## src/rtl/hct138_rr_arbiter.sv

```systemverilog
// hct138_rr_arbiter
//   Eight-requester round-robin arbiter that sequences an HCT138 3-to-8
//   decoder. The decoder's active-low outputs Y0..Y7 act as one-hot grant
//   strobes. Each grant lasts until its requester releases, or until
//   HOLD_MAX cycles have passed. Every grant is followed by GAP dead cycles
//   with the decoder disabled, then one IDLE cycle in which arbitration
//   takes place.
//
// Parameters
//   HOLD_MAX  maximum grant length in cycles (1..255)
//   GAP       dead-time cycles after every grant (1..15)
//
// Ports
//   clk        system clock, rising edge
//   rst        asynchronous, active-high reset
//   req[7:0]   level request per channel
//   C, B, A    decoder select = granted channel index (registered)
//   G          decoder enable, active-high (registered)
//   G_2A/G_2B  decoder enables, active-low (registered, always equal)
//   gnt_valid  high exactly while the decoder is enabled
//   cnt[7:0]   cycles elapsed in the current grant
module hct138_rr_arbiter #(
    parameter int HOLD_MAX = 16,
    parameter int GAP      = 1
) (
    input  logic       clk,
    input  logic       rst,
    input  logic [7:0] req,
    output logic       C,
    output logic       B,
    output logic       A,
    output logic       G,
    output logic       G_2A,
    output logic       G_2B,
    output logic       gnt_valid,
    output logic [7:0] cnt
);

    typedef enum logic [1:0] {
        IDLE  = 2'd0,
        GRANT = 2'd1,
        DEAD  = 2'd2
    } state_t;

    localparam logic [7:0] HOLD_LAST = 8'(HOLD_MAX - 1);
    localparam logic [7:0] HOLD_SAT  = 8'(HOLD_MAX);
    localparam logic [3:0] GAP_LAST  = 4'(GAP - 1);

    state_t     state, state_nx;
    logic [2:0] ptr, ptr_nx;
    logic [2:0] sel, sel_nx;
    logic [7:0] cnt_q, cnt_nx;
    logic [3:0] dcnt, dcnt_nx;
    logic       en_q;
    logic       en_n_q;

    logic       pick_found;
    logic [2:0] pick_idx;
    logic [2:0] cand;

    // Rotating priority scan: ptr+1 first, ptr itself last. The 3-bit add
    // wraps 7 -> 0 naturally, and k=8 truncates to ptr.
    always_comb begin
        pick_found = 1'b0;
        pick_idx   = ptr;
        cand       = ptr;
        for (int k = 1; k <= 8; k++) begin
            cand = ptr + 3'(k);
            if (!pick_found && req[cand]) begin
                pick_found = 1'b1;
                pick_idx   = cand;
            end
        end
    end

    always_comb begin
        state_nx = state;
        ptr_nx   = ptr;
        sel_nx   = sel;
        cnt_nx   = cnt_q;
        dcnt_nx  = dcnt;
        case (state)
            IDLE: begin
                if (pick_found) begin
                    sel_nx   = pick_idx;
                    ptr_nx   = pick_idx;
                    cnt_nx   = 8'd0;
                    state_nx = GRANT;
                end
            end
            GRANT: begin
                // Release and timeout on the same cycle collapse into one
                // exit; other channels' requests are never looked at here.
                if (!req[sel] || (cnt_q == HOLD_LAST)) begin
                    state_nx = DEAD;
                    dcnt_nx  = 4'd0;
                end else if (cnt_q < HOLD_SAT) begin
                    cnt_nx = cnt_q + 8'd1;
                end
            end
            DEAD: begin
                if (dcnt == GAP_LAST) begin
                    state_nx = IDLE;
                end else begin
                    dcnt_nx = dcnt + 4'd1;
                end
            end
            default: begin
                state_nx = IDLE;
            end
        endcase
    end

    always_ff @(posedge clk or posedge rst) begin
        if (rst) begin
            state <= IDLE;
            ptr   <= 3'd7;
            sel   <= 3'd0;
            cnt_q <= 8'd0;
            dcnt  <= 4'd0;
        end else begin
            state <= state_nx;
            ptr   <= ptr_nx;
            sel   <= sel_nx;
            cnt_q <= cnt_nx;
            dcnt  <= dcnt_nx;
        end
    end

    // Enables are registered from the next state so they switch on the same
    // edge as the state change. Select only changes on IDLE->GRANT, while
    // the decoder is still off, so Y never glitches.
    always_ff @(posedge clk or posedge rst) begin
        if (rst) begin
            en_q   <= 1'b0;
            en_n_q <= 1'b1;
        end else begin
            en_q   <= (state_nx == GRANT);
            en_n_q <= (state_nx != GRANT);
        end
    end

    assign C         = sel[2];
    assign B         = sel[1];
    assign A         = sel[0];
    assign G         = en_q;
    assign G_2A      = en_n_q;
    assign G_2B      = en_n_q;
    assign gnt_valid = en_q;
    assign cnt       = cnt_q;

endmodule

```

## config.mk

```make
export PLATFORM = sky130hd
export DESIGN_NAME = hct138_rr_arbiter
export DESIGN_NICKNAME = d
export VERILOG_FILES = /design/src/rtl/hct138_rr_arbiter.sv
export SDC_FILE = /design/constraint.sdc
export NUM_CORES = 1
export LEC_CHECK = 0
export CAP_MARGIN = 20
export CORE_MARGIN = 2
export CORE_UTILIZATION = 49
export DETAILED_ROUTE_END_ITERATION = 16
export PLACE_DENSITY = 0.87
export SKIP_LAST_GASP = 1
export SYNTH_ARGS = -nofsm -noshare
export SYNTH_HDL_FRONTEND = slang
export SYNTH_SLANG_ARGS = --single-unit
```

## constraint.sdc

```tcl
create_clock -name clk -period 3 [get_ports clk]
set_input_delay 0.75 -clock clk [delete_from_list [all_inputs] [get_ports clk]]
set_output_delay 0.75 -clock clk [all_outputs]
set_load 0.005 [all_outputs]
```

==> results.txt <==
grt total ovfl = 0
CTS max path bufs = 2
Crit Path Category = in2reg
CTS root buffer = clkbuf_4
peak supply drop = 0.0008373 V
Post-synth top flop = dfrtp_1
Max Slew Vio Count = 0
synth cell count leaders = 18 x dfrtp_1, 18 x nand2_1, 17 x nor2_1, 12 x inv_1, 11 x mux2i_1
area leader, netlist = dfrtp_1
H-tree depth = 1
insertion delay to the later sink of the worst-skew pair = 0.32 ns
largest net degree at the start of global routing = 23
antenna-violating nets left = 0
die height = 63.69 µm
Hold/Removal Path Class = reg2reg
Final nets = 247
share of layout cells above drive strength 1 = 23.91%
Core Footprint = 3390 µm²
post-synthesis async set-or-reset flop share = 100.0%
Critical Path Fanout Max = 5
share of the cycle needed by the critical path after routing = 95.76%
initial antenna violation count = 0
placer congestion estimate = 0.9255
Iter 0 DRT Violations = 89
power density over the cells = 1205 nW/µm²
Syn Inst Count = 185
DR WL/cell = 16.56 µm
CTS Hold Bufs = 0
1st-pass router iterations = 4
r2r setup slk = 0.14 ns
Yosys warning count = 0
CTS buffer count = 3
nature of the critical path startpoint = input pin
CTS tree = yes
post-layout minimum cycle time = 2.873 ns
setup bufs post-CTS = 0
Core Util, Final = 65.60%
total routing usage reported by global routing = 23.21%
port bufs = 24
run status = complete, no violations
CTS Sinks = 22
Area contributors post-synth = dfrtp_1 26%, mux4_2 12%, mux2i_1 6.3%
WP data arrival = 3.12 ns
Ant. Diodes = 0
Final Hold Vio Count = 0
CP required = 3.24 ns
Max-Cap Viols = 0
Static Leak = 0.9733 nW
area of the mapped netlist = 1745 µm²
sequential cell area fraction in the yosys report = 31.83%
clk_skew = 0.01371 ns
Detailed Route WL = 4571 µm
synthesized flop and latch total = 22
Syn Area/Cell = 9.435 µm²
worst hold slack = 0.5309 ns
syn_nets = 200
Distinct cells, synth = 45
Slew headroom = 47.58%
clock-pin slew on the worst setup and hold paths = 0.12 ns
Setup crit end kind = flop
number of flops mapped to enable cells by yosys = 0
via/cell ratio = 6.025
Worst Tran Pin Value = 0.7855 ns
width of the chip = 63.69 µm
Row Count = 21
post-synth top area share = 25.81%
global-route wire length before repair = 7458 µm
vias in the first global route = 1626
Synth-to-Final Area Change = 27.38%
# setup viols final = 0
# DRC = 0
initial core utilization = 51.50%
vias post-DR = 1663
HPWL after detailed placement = 3390 µm
die area = 4056 µm²
Fmax = 348.1 MHz
# IOs = 25
[critical path, stage by stage]
cell	delay [ns]
clkdlybuf4s50_1	0.48
mux4_2	0.55
mux2_2	0.29
a41o_1	0.29
a21oi_1	0.18
nor2_1	0.10
o31ai_2	0.34
o21ai_1	0.14
[stage by stage]
stage	setup slack (ns)	cell area (µm²)	power, mW	std cells	setup TNS [ns]
global route	-0.03291	2223	2.875	276	-0.04043
detailed placement	-0.2038	2176	2.427	273	-0.9881
floorplan	0.03363	1747	1.817	185	0
global placement	-0.08715	2176	2.352	273	-0.3779
CTS	0.02114	2198	2.567	276	0
finish	0.1272	2223	2.679	276	0
[state kept, by name (all words and copies together), names as in the netlist]
register  flops
cnt           8
dcnt          4
G             1
state         2
G_2A          1
ptr           3
sel           3
[layout by cell type (no fill, tap or decap), types with 3 or more instances in the layout]
cell / synthesis / layout
inv_1: 12 / 12
xor2_1: 4 / 4
nand4_1: 4 / 4
o21ai_0: 9 / 9
dfstp_2: 4 / 4
nor3_1: 5 / 5
xnor2_1: 4 / 4
dfrtp_1: 18 / 18
a31oi_1: 3 / 3
clkbuf_4: 0 / 3
clkdlybuf4s50_1: 0 / 24
nand3_1: 4 / 4
nand2_1: 18 / 18
mux4_2: 9 / 9
buf_4: 2 / 28
a21oi_1: 9 / 9
mux2i_1: 11 / 11
nor2_1: 17 / 17
and2_1: 5 / 5
o21ai_1: 4 / 4
ha_1: 5 / 4
mux2_2: 5 / 5
[area by class of cell]
class | instances | area (µm²)
clock buffer | 3 | 22.52
tap | 46 | 57.56
fill | 266 | 1166
multi-input combinational | 141 | 1092
timing repair buffer | 52 | 450.4
sequential | 22 | 555.5
inverter | 12 | 45.04
[kinds of logic (layout without fill, tap and decap cells)]
| kind of cell | after synthesis | in the layout | share of synthesized area [%] |
|---|---|---|---|
| buffers and inverters | 22 | 67 | 7.024 |
| xor gates and xnor gates | 8 | 8 | 4.014 |
| AOI/OAI and AO/OA | 39 | 39 | 14.41 |
| DFF | 22 | 22 | 31.83 |
| muxes | 25 | 25 | 21.15 |
| adders and majority gates | 5 | 5 | 3.584 |
| and+or+nand+nor | 64 | 64 | 17.99 |
[power breakdown]
group	internal [mW]	switching (mW)
clock network	0.0471	0.0860
registers	0.407	0.115
logic	0.998	1.02
[worst paths after layout]
kind                              from  endpoint  cells after the start
worst max register to register  ptr[1]    ptr[1]                     10
max in group asynchronous          rst    cnt[1]                      2
worst min-delay path            cnt[3]    cnt[3]                      1
min in group asynchronous          rst    sel[1]                      2
worst max-delay path            req[1]    ptr[1]                      8
worst min register to register  cnt[3]    cnt[3]                      1
[repair_timing]
item | in CTS | in global routing
endpoints found under the hold margin | 0 | 0
gates resized for setup | 0 | 4
setup endpoints to repair | 0 | 8
[per-layer routing]
layer	up-vias	share of wire [%]	global-route usage, %
li1	768	-	-
met4	0	3.3	7.337
met2	94	48	38.29
met3	19	6.9	4.107
met1	782	42	30.99
met5	-	0	0
Power figures use the tool's default switching activity.
